<file path="config.mk">
export PLATFORM = sky130hd
export DESIGN_NAME = noise_downsample
export DESIGN_NICKNAME = d
export VERILOG_FILES = /design/src/rtl/noise_downsample.sv
export SDC_FILE = /design/constraint.sdc
export NUM_CORES = 1
export LEC_CHECK = 0
export CAP_MARGIN = 30
export CORE_MARGIN = 2
export CORE_UTILIZATION = 55
export DETAILED_ROUTE_END_ITERATION = 12
export MAX_ROUTING_LAYER = met4
export PLACE_DENSITY = 0.78
export RECOVER_POWER = 50
export SYNTH_ARGS = -nofsm -noshare
export SYNTH_HDL_FRONTEND = slang
export SYNTH_SLANG_ARGS = --single-unit
</file>
<file path="constraint.sdc">
create_clock -name clk -period 7.2 [get_ports clk]
set_input_delay 1.44 -clock clk [delete_from_list [all_inputs] [get_ports clk]]
set_output_delay 1.44 -clock clk [all_outputs]
set_load 0.005 [all_outputs]
</file>
<file path="src/rtl/noise_downsample.sv">
// Integrate-and-dump I/Q decimator: sums N samples, rounds, shifts and saturates to +/-(2^(DATA_BITS-1)-1).
// Output one clock after the last contributing sample; no backpressure, sample_valid is a strobe.
module noise_downsample #(
    parameter int IN_BITS   = 8,
    parameter int DATA_BITS = 6,
    parameter int CNT_WIDTH = 8
) (
    input  logic                        clk,
    input  logic                        rst_b,
    input  logic                        enable,
    input  logic                        sample_valid,
    input  logic signed [IN_BITS-1:0]   i_data_in,
    input  logic signed [IN_BITS-1:0]   q_data_in,
    input  logic        [CNT_WIDTH-1:0] down_factor,
    input  logic        [3:0]           shift_bits,
    input  logic        [3:0]           chip_ratio,
    input  logic                        clear_sat,
    output logic                        data_down_en,
    output logic signed [DATA_BITS-1:0] i_data_down,
    output logic signed [DATA_BITS-1:0] q_data_down,
    output logic                        shift_code,
    output logic        [15:0]          sat_count
);

    localparam int ACC_W = IN_BITS + CNT_WIDTH;
    // One extra bit so the rounding offset cannot wrap a full-scale sum.
    localparam int RND_W = ACC_W + 1;
    localparam logic signed [RND_W-1:0] SAT_MAX = RND_W'((1 << (DATA_BITS - 1)) - 1);
    localparam logic signed [RND_W-1:0] SAT_MIN = -SAT_MAX;

    typedef enum logic {S_IDLE, S_ACC} state_t;

    state_t                      state_q, state_d;
    logic signed [ACC_W-1:0]     acc_i_q, acc_i_d;
    logic signed [ACC_W-1:0]     acc_q_q, acc_q_d;
    logic        [CNT_WIDTH-1:0] cnt_q, cnt_d;
    logic        [CNT_WIDTH-1:0] period_q, period_d;
    logic        [3:0]           chip_cnt_q, chip_cnt_d;
    logic        [3:0]           chip_period_q, chip_period_d;
    logic                        den_q, den_d;
    logic                        sc_q, sc_d;
    logic signed [DATA_BITS-1:0] i_out_q, i_out_d;
    logic signed [DATA_BITS-1:0] q_out_q, q_out_d;
    logic        [15:0]          sat_cnt_q, sat_cnt_d;

    logic signed [ACC_W-1:0]     sum_i;
    logic signed [ACC_W-1:0]     sum_q;
    logic signed [DATA_BITS-1:0] i_scaled;
    logic signed [DATA_BITS-1:0] q_scaled;
    logic                        i_sat;
    logic                        q_sat;
    logic                        dump;

    function automatic logic signed [DATA_BITS-1:0] scale_sat(
        input  logic signed [ACC_W-1:0] sum,
        input  logic        [3:0]       sh,
        output logic                    sat
    );
        logic signed [RND_W-1:0] ext;
        logic signed [RND_W-1:0] res;
        ext = {sum[ACC_W-1], sum};
        if (sh != 4'd0) begin
            ext = ext + (RND_W'(1) << (sh - 4'd1));
        end
        res = ext >>> sh;
        sat = 1'b1;
        if (res > SAT_MAX) begin
            scale_sat = SAT_MAX[DATA_BITS-1:0];
        end else if (res < SAT_MIN) begin
            scale_sat = SAT_MIN[DATA_BITS-1:0];
        end else begin
            scale_sat = res[DATA_BITS-1:0];
            sat       = 1'b0;
        end
    endfunction

    assign sum_i = acc_i_q + {{CNT_WIDTH{i_data_in[IN_BITS-1]}}, i_data_in};
    assign sum_q = acc_q_q + {{CNT_WIDTH{q_data_in[IN_BITS-1]}}, q_data_in};

    always_comb begin
        i_scaled = scale_sat(sum_i, shift_bits, i_sat);
        q_scaled = scale_sat(sum_q, shift_bits, q_sat);
    end

    always_comb begin
        state_d       = state_q;
        acc_i_d       = acc_i_q;
        acc_q_d       = acc_q_q;
        cnt_d         = cnt_q;
        period_d      = period_q;
        chip_cnt_d    = chip_cnt_q;
        chip_period_d = chip_period_q;
        den_d         = 1'b0;
        sc_d          = 1'b0;
        i_out_d       = i_out_q;
        q_out_d       = q_out_q;
        sat_cnt_d     = sat_cnt_q;
        dump          = 1'b0;

        case (state_q)
            S_IDLE: begin
                acc_i_d    = '0;
                acc_q_d    = '0;
                cnt_d      = '0;
                chip_cnt_d = '0;
                if (enable) begin
                    state_d       = S_ACC;
                    period_d      = down_factor;
                    chip_period_d = chip_ratio;
                end
            end
            S_ACC: begin
                if (!enable) begin
                    // Partial period is discarded, nothing is emitted.
                    state_d    = S_IDLE;
                    acc_i_d    = '0;
                    acc_q_d    = '0;
                    cnt_d      = '0;
                    chip_cnt_d = '0;
                end else if (sample_valid) begin
                    if (cnt_q == period_q) begin
                        dump     = 1'b1;
                        den_d    = 1'b1;
                        i_out_d  = i_scaled;
                        q_out_d  = q_scaled;
                        acc_i_d  = '0;
                        acc_q_d  = '0;
                        cnt_d    = '0;
                        period_d = down_factor;
                        if (chip_cnt_q == chip_period_q) begin
                            sc_d          = 1'b1;
                            chip_cnt_d    = '0;
                            chip_period_d = chip_ratio;
                        end else begin
                            chip_cnt_d = chip_cnt_q + 4'd1;
                        end
                    end else begin
                        acc_i_d = sum_i;
                        acc_q_d = sum_q;
                        cnt_d   = cnt_q + 1'b1;
                    end
                end
            end
            default: state_d = S_IDLE;
        endcase

        if (clear_sat) begin
            sat_cnt_d = '0;
        end else if (dump && (i_sat || q_sat) && (sat_cnt_q != 16'hFFFF)) begin
            sat_cnt_d = sat_cnt_q + 16'd1;
        end
    end

    always_ff @(posedge clk or negedge rst_b) begin
        if (!rst_b) begin
            state_q       <= S_IDLE;
            acc_i_q       <= '0;
            acc_q_q       <= '0;
            cnt_q         <= '0;
            period_q      <= '0;
            chip_cnt_q    <= '0;
            chip_period_q <= '0;
            den_q         <= 1'b0;
            sc_q          <= 1'b0;
            i_out_q       <= '0;
            q_out_q       <= '0;
            sat_cnt_q     <= '0;
        end else begin
            state_q       <= state_d;
            acc_i_q       <= acc_i_d;
            acc_q_q       <= acc_q_d;
            cnt_q         <= cnt_d;
            period_q      <= period_d;
            chip_cnt_q    <= chip_cnt_d;
            chip_period_q <= chip_period_d;
            den_q         <= den_d;
            sc_q          <= sc_d;
            i_out_q       <= i_out_d;
            q_out_q       <= q_out_d;
            sat_cnt_q     <= sat_cnt_d;
        end
    end

    assign data_down_en = den_q;
    assign shift_code   = sc_q;
    assign i_data_down  = i_out_q;
    assign q_data_down  = q_out_q;
    assign sat_count    = sat_cnt_q;

endmodule

</file>
==> out/qor.txt, run 1 <==
Area Growth Syn to Fin: 28.4%
clk sink count: 87
Worst VDD drop: 0.000139 V
Mapped Area: 9380 um2
most frequent cell on the critical path: buf_4
vias per inst: 6.38
syn nets: 1266
fin crit share: 0.968
Chip Width: 135 um
Comb power frac: 0.491
cells after synthesis: 1160
drc violations: 0
full die area: 18100 um2
total core area: 16600 um2
min Tclk post-route: 6970 ps
commonest non-fill, non-tap cells in the layout: buf_4, nand2_1, a21oi_1
Seq pwr share: 0.271
initial antenna violation count: 0
CTS Hold Bufs: 0
pins over their slew limit: 90
Worst Tran Pin Value: 3080 ps
DIE HEIGHT: 135 um
Detailed Place HPWL: 23800 um
n_diodes: 0
DRT antenna net count: 0
Slew headroom: -1.05
drt first pass iters: 5
Skew-Pair Late Insertion Delay: 360 ps
Sw Ratio: 0.387
routed length per placed instance: 19.3 um
sequential fraction of the synthesis area: 0.232
first-pass GRT wire length: 48800 um
slowest stage cell, crit path: mux4_2
Synth Register Bits: 87
initial core utilization: 0.564
Num CTS Buffers: 9
Hold Fails Final Rpt: 0
top_reg_cell synth: dfrtp_1
H-tree lvl count: 3
grt ovf: 0
dpl cells: 1569
Ys Warns: 0
CP arrival: 7250 ps
final setup vio count: 0
Switch Pwr: 0.000771 W
status: finished, violations left
fmax: 143 MHz
initial DRC count: 840
clock group share of total power: 0.239
PwrDens: 165 nW/um2
Top-Level Pins: 67
largest net degree at the start of global routing: 58
total power: 0.00199 W
CP Data Required Time: 7480 ps
crit path kind: input pin to register
violated checks: capacitance limit, slew limit
routed wire length: 30900 um
deepest clock path buffer count: 2
leakage: 5.49 nW
Post-synth EDFFs: 0
commonest non-fill, non-tap cell in the layout: buf_4
Rows: 47
Clock transition at path regs: 80 ps
Post-synth ARST share: 1.00
share of cells above drive strength 1: 0.216
Min-Delay Path Class: register to register
vias in the first global route: 9812
CTS root buf: clkbuf_16
Buffers on Ports: 66
Distinct cells, synth: 90
Internal Dissipation: 0.00122 W
GPL Wtd Cong: 0.978
Max Cap Viol: 2
crit path launch type: input pin
Synth Area per Inst: 8.09 um2
CTS tree: yes
CP Capture Type: register
CP top delay family: compound AO/OA/AOI/OAI gates
Worst Path Max Fanout: 8
nets@finish: 1480
non-filler cells, final: 1599
Buf+Inv Stages, Crit Path: 7
Layout Skew: 11.9 ps
worst stage delay on the critical path: 470 ps
Global Route Usage Sum: 0.346
via count: 10209
==> metal layers <==
metal	vias up	share of wire	GRT usage	wire, um
li1	4847	-	-	-
met1	4927	0.43	0.434	13200
met2	364	0.48	0.565	14800
met3	71	0.060	0.0454	1840
met4	0	0.033	0.146	1020
met5	-	0	-	0
==> state kept, by name, indices dropped and copies added, names as in the netlist, 4 cells and up <==
register / flops
acc_i_q: 16
acc_q_q: 16
sat_count: 16
cnt_q: 8
period_q: 8
i_data_down: 6
q_data_down: 6
chip_cnt_q: 4
chip_period_q: 4
==> worst paths after layout <==
| path | start | endpoint | slack [ps] | cells after the start |
|---|---|---|---|---|
| min reg2reg | acc_q_q[3]$_DFFE_PN0P_ | acc_q_q[3]$_DFFE_PN0P_ | 480 | 2 |
| min | acc_q_q[3]$_DFFE_PN0P_ | acc_q_q[3]$_DFFE_PN0P_ | 480 | 2 |
| min in group asynchronous | rst_b | chip_period_q[3]$_DFFE_PN0P_ | 1570 | 1 |
| max | q_data_in[1] | sat_count[8]$_DFFE_PN0P_ | 230 | 27 |
| max in group asynchronous | rst_b | acc_i_q[8]$_DFFE_PN0P_ | 1940 | 2 |
| max reg2reg | acc_i_q[1]$_DFFE_PN0P_ | sat_count[8]$_DFFE_PN0P_ | 1360 | 23 |
==> tightest hold or removal path, delay by kind of cell (launching register included) <==
| kind | cells | cell delay [ps] |
|---|---|---|
| flip-flops | 1 | 350 |
| AND/OR/NAND/NOR | 2 | 100 |
==> cell type report <==
| type | instances | area, um2 |
|---|---|---|
| clock buffers | 10 | 229 |
| multi-input cells | 979 | 7070 |
| repair buffers | 260 | 2110 |
| flip-flops and latches | 87 | 2180 |
| clock inverters | 6 | 50.0 |
| fillers | 1354 | 4590 |
| inverters | 37 | 139 |
| well taps | 220 | 275 |
==> cells by family after synthesis <==
logic type                 Yosys count  share of synthesized area
muxes                               46                     0.0593
xor gates and xnor gates            67                     0.0641
and+or+nand+nor                    375                      0.195
adders and majority gates           69                     0.0952
AOI/OAI and AO/OA                  422                      0.314
buffers and inverters               94                     0.0400
DFF                                 87                      0.232
==> power by group through the flow <==
stage | logic [W] | clock network [W] | registers [W]
2_1_floorplan | 0.000558 | 0 | 0.000544
3_3_place_gp | 0.000903 | 0 | 0.000548
3_5_place_dp | 0.000917 | 0 | 0.000549
4_1_cts | 0.000922 | 0.000478 | 0.000540
5_1_grt | 0.00107 | 0.000493 | 0.000543
6_report | 0.000978 | 0.000476 | 0.000540
==> cell usage after synthesis, types with 8 or more instances <==
library cell  instances  area (um2)
nand2_1             110         413
a21oi_1             103         515
nor2_1               88         330
dfrtp_1              87        2180
ha_1                 65         813
o21ai_0              63         315
clkbuf_1             45         169
inv_1                35         131
xnor2_1              35         307
nand3_1              34         170
xor2_1               30         263
a211oi_1             27         203
a21o_1               26         195
a22o_1               26         228
o211ai_1             26         195
and2_1               23         144
mux2i_1              23         230
or3_1                23         144
nor3_1               20         100
mux2_2               17         191
nand4_1              17         106
o21a_1               15         113
o21ai_1              13        65.1
and3_1               12        75.1
nor2b_1              11        68.8
o31ai_1               9        67.6
o22ai_1               8        50.1
==> what timing repair did <==
item                       4_1_cts  5_1_grt
resized for setup                0       53
setup endpoints to repair        0       17
setup buffers                    0       13
==> stage by stage <==
stage / setup TNS (ps) / setup WS, ps / utilization / hold slack [ps] / cell area, um2
after floorplan: 0 / 313 / - / 443 / 9380
final: 0 / 231 / 0.724 / 484 / 12100
after detailed placement: -4010 / -269 / 0.687 / 471 / 11400
after CTS: 0 / 84.6 / 0.704 / 487 / 11700
after global routing: -259 / -58.3 / 0.724 / 492 / 12100
after global placement: -2480 / -182 / 0.687 / 459 / 11400
Note: power is estimated with default switching activity, not from simulation.
==> run 2, diff against run 1 <==
- ABC_CLOCK_PERIOD_IN_PS: not set -> 7200
==> results of run 2 <==
Final layout, timing and power as in run 1 (identical DEF).
==> run 3, diff against run 2 <==
- CAP_MARGIN: 30 -> not set
- MAX_ROUTING_LAYER: met4 -> not set
==> out/qor.txt, run 3 (synthesis results as in run 1) <==
status: finished, violations left (unchanged)
violated checks: capacitance limit, slew limit (unchanged)
H-tree lvl count: 3 (unchanged)
Skew-Pair Late Insertion Delay: 370 ps (was 360 ps)
GPL Wtd Cong: 0.962 (was 0.978)
DIE HEIGHT: 135 um (unchanged)
CTS root buf: clkbuf_16 (unchanged)
vias per inst: 6.42 (was 6.38)
design area: 12100 um2 (about the same)
share of cells above drive strength 1: 0.217 (was 0.216)
FF-to-FF setup slack: 1330 ps (was 1360 ps)
full die area: 18100 um2 (unchanged)
CP arrival: 7310 ps (was 7250 ps)
drc violations: 0 (unchanged)
hold depth: 2 (unchanged)
Clock transition at path regs: 70 ps (was 80 ps)
first-pass GRT wire length: 48600 um (was 48800 um)
PwrDens: 168 nW/um2 (was 165 nW/um2)
Layout Skew: 12.8 ps (was 11.9 ps)
commonest non-fill, non-tap cells in the layout: buf_4, nand2_1, a21oi_1 (unchanged)
Chip Width: 135 um (unchanged)
Top-Level Pins: 67 (unchanged)
Global Route Usage Sum: 0.333 (was 0.346)
Worst Tran Pin Value: 2890 ps (was 3080 ps)
n_diodes: 0 (unchanged)
pins over their slew limit: 90 (unchanged)
CTS tree: yes (unchanged)
fin crit share: 0.977 (was 0.968)
Buffers on Ports: 66 (unchanged)
dpl cells: 1579 (was 1569)
Worst Hold End: acc_i_q[4]$_DFFE_PN0P_ (was acc_q_q[3]$_DFFE_PN0P_)
initial core utilization: 0.564 (unchanged)
non-filler cells, final: 1600 (was 1599)
crit path launch type: input pin (unchanged)
area post-placement: 11500 um2 (was 11400 um2)
initial DRC count: 1171 (was 840)
Detailed Place HPWL: 23100 um (was 23800 um)
final setup vio count: 0 (unchanged)
fin worst setup slack: 165 ps (was 231 ps)
crit path kind: input pin to register (unchanged)
Worst Path Max Fanout: 6 (was 8)
routed wire length: 30600 um (was 30900 um)
FF-to-FF path depth: 21 (was 23)
routed length per placed instance: 19.1 um (was 19.3 um)
r2r endpoint: sat_count[5]$_DFFE_PN0P_ (was sat_count[8]$_DFFE_PN0P_)
Core Util, Final: 0.727 (was 0.724)
min Tclk post-route: 7040 ps (was 6970 ps)
CP Data Required Time: 7480 ps (about the same)
deepest clock path buffer count: 2 (unchanged)
commonest non-fill, non-tap cell in the layout: buf_4 (unchanged)
Num CTS Buffers: 9 (unchanged)
grt ovf: 0 (unchanged)
DRT antenna net count: 0 (unchanged)
Max Cap Viol: 2 (unchanged)
Hold Startpoint: acc_i_q[4]$_DFFE_PN0P_ (was acc_q_q[3]$_DFFE_PN0P_)
Worst VDD drop: 0.000128 V (was 0.000139 V)
Slew headroom: -0.924 (was -1.05)
CP Capture Type: register (unchanged)
nets@finish: 1481 (was 1480)
Hold Fails Final Rpt: 0 (unchanged)
Rows: 47 (unchanged)
vias in the first global route: 9870 (was 9812)
via count: 10273 (was 10209)
Fin Setup TNS: 0 ps (unchanged)
total core area: 16600 um2 (unchanged)
Area Growth Syn to Fin: 29.0% (was 28.4%)
clk sink count: 87 (unchanged)
drt first pass iters: 6 (was 5)
initial antenna violation count: 0 (unchanged)
Min-Delay Path Class: register to register (unchanged)
reg2reg start: acc_i_q[1]$_DFFE_PN0P_ (unchanged)
leakage: 5.52 nW (was 5.49 nW)
fmax: 142 MHz (was 143 MHz)
pre-CTS WS: -248 ps (was -269 ps)
largest net degree at the start of global routing: 56 (was 58)
==> run 3: cell count changes in the layout (fill, tap and decap cells not counted), moves of 3 or more <==
cell,delta
a2111oi_1,-3
a21oi_2,+4
o21ai_0,+3
o21ai_1,-3
==> run 3: final cells by class <==
type                            instances  area (um2)
Multi-Input combinational cell        979        7080
Fill cell                            1295        4540
Sequential cell                        87        2180
Timing Repair Buffer                  261        2120
Tap cell                              220         275
Clock buffer                            9         225
Inverter                               37         139
Clock inverter                          7        83.8
==> run 3: worst max path at each step <==
stage | start | end | slack (ps)
finish | q_data_in[0] | sat_count[5]$_DFFE_PN0P_ | 160
global route | q_data_in[0] | sat_count[1]$_DFFE_PN0P_ | -60
CTS | i_data_in[0] | sat_count[1]$_DFFE_PN0P_ | 110
detailed placement | i_data_in[0] | sat_count[1]$_DFFE_PN0P_ | -250
global placement | i_data_in[0] | sat_count[1]$_DFFE_PN0P_ | -140
floorplan | i_data_in[6] | sat_count[1]$_DFFE_PN0P_ | 310
==> run 3: per-layer routing <==
metal	up-vias	global-route usage	wire [um]
li1	4866	-	-
met1	4891	0.448	13000
met2	416	0.543	14500
met3	100	0.0383	1940
met4	0	0.142	1150
met5	-	0	0
==> run 3: power breakdown <==
group	switching (W)	total [W]	internal [W]	leakage, nW
logic	0.000515	0.000979	0.000464	4.22
clock network	0.000240	0.000517	0.000277	0.149
registers	0.0000212	0.000540	0.000519	1.15
==> run 3: per-stage QoR <==
stage	power [W]	hold slack [ps]
final	0.00204	486
after floorplan	0.00110	443
after global routing	0.00214	503
after global placement	0.00145	459
after CTS	0.00199	485
after detailed placement	0.00147	470
==> run 3: critical path, stage by stage <==
cell and delay [ps]:
clkdlybuf4s50_1 460, ha_1 160, inv_1 50, fa_1 380, nor2b_1 170, o31a_1 310
a21oi_1 120, ha_1 380, o211ai_1 140, o211ai_1 510, a21oi_2 160, buf_4 170
a31oi_4 220, buf_4 170, mux2i_4 240, nor2_1 80, a221oi_1 210, buf_4 170
a21bo_2 120, a41oi_1 150, o41a_1 550, o41ai_4 460, buf_2 240, o21ai_0 110
a21oi_1 130
==> run 3: what timing repair did <==
| action | CTS | global route |
|---|---|---|
| resized for setup | 0 | 50 |
| setup buffers | 0 | 4 |
| hold buffers | 0 | 0 |
| endpoints found under the setup margin | 0 | 16 |
| endpoints found under the hold margin | 0 | 0 |
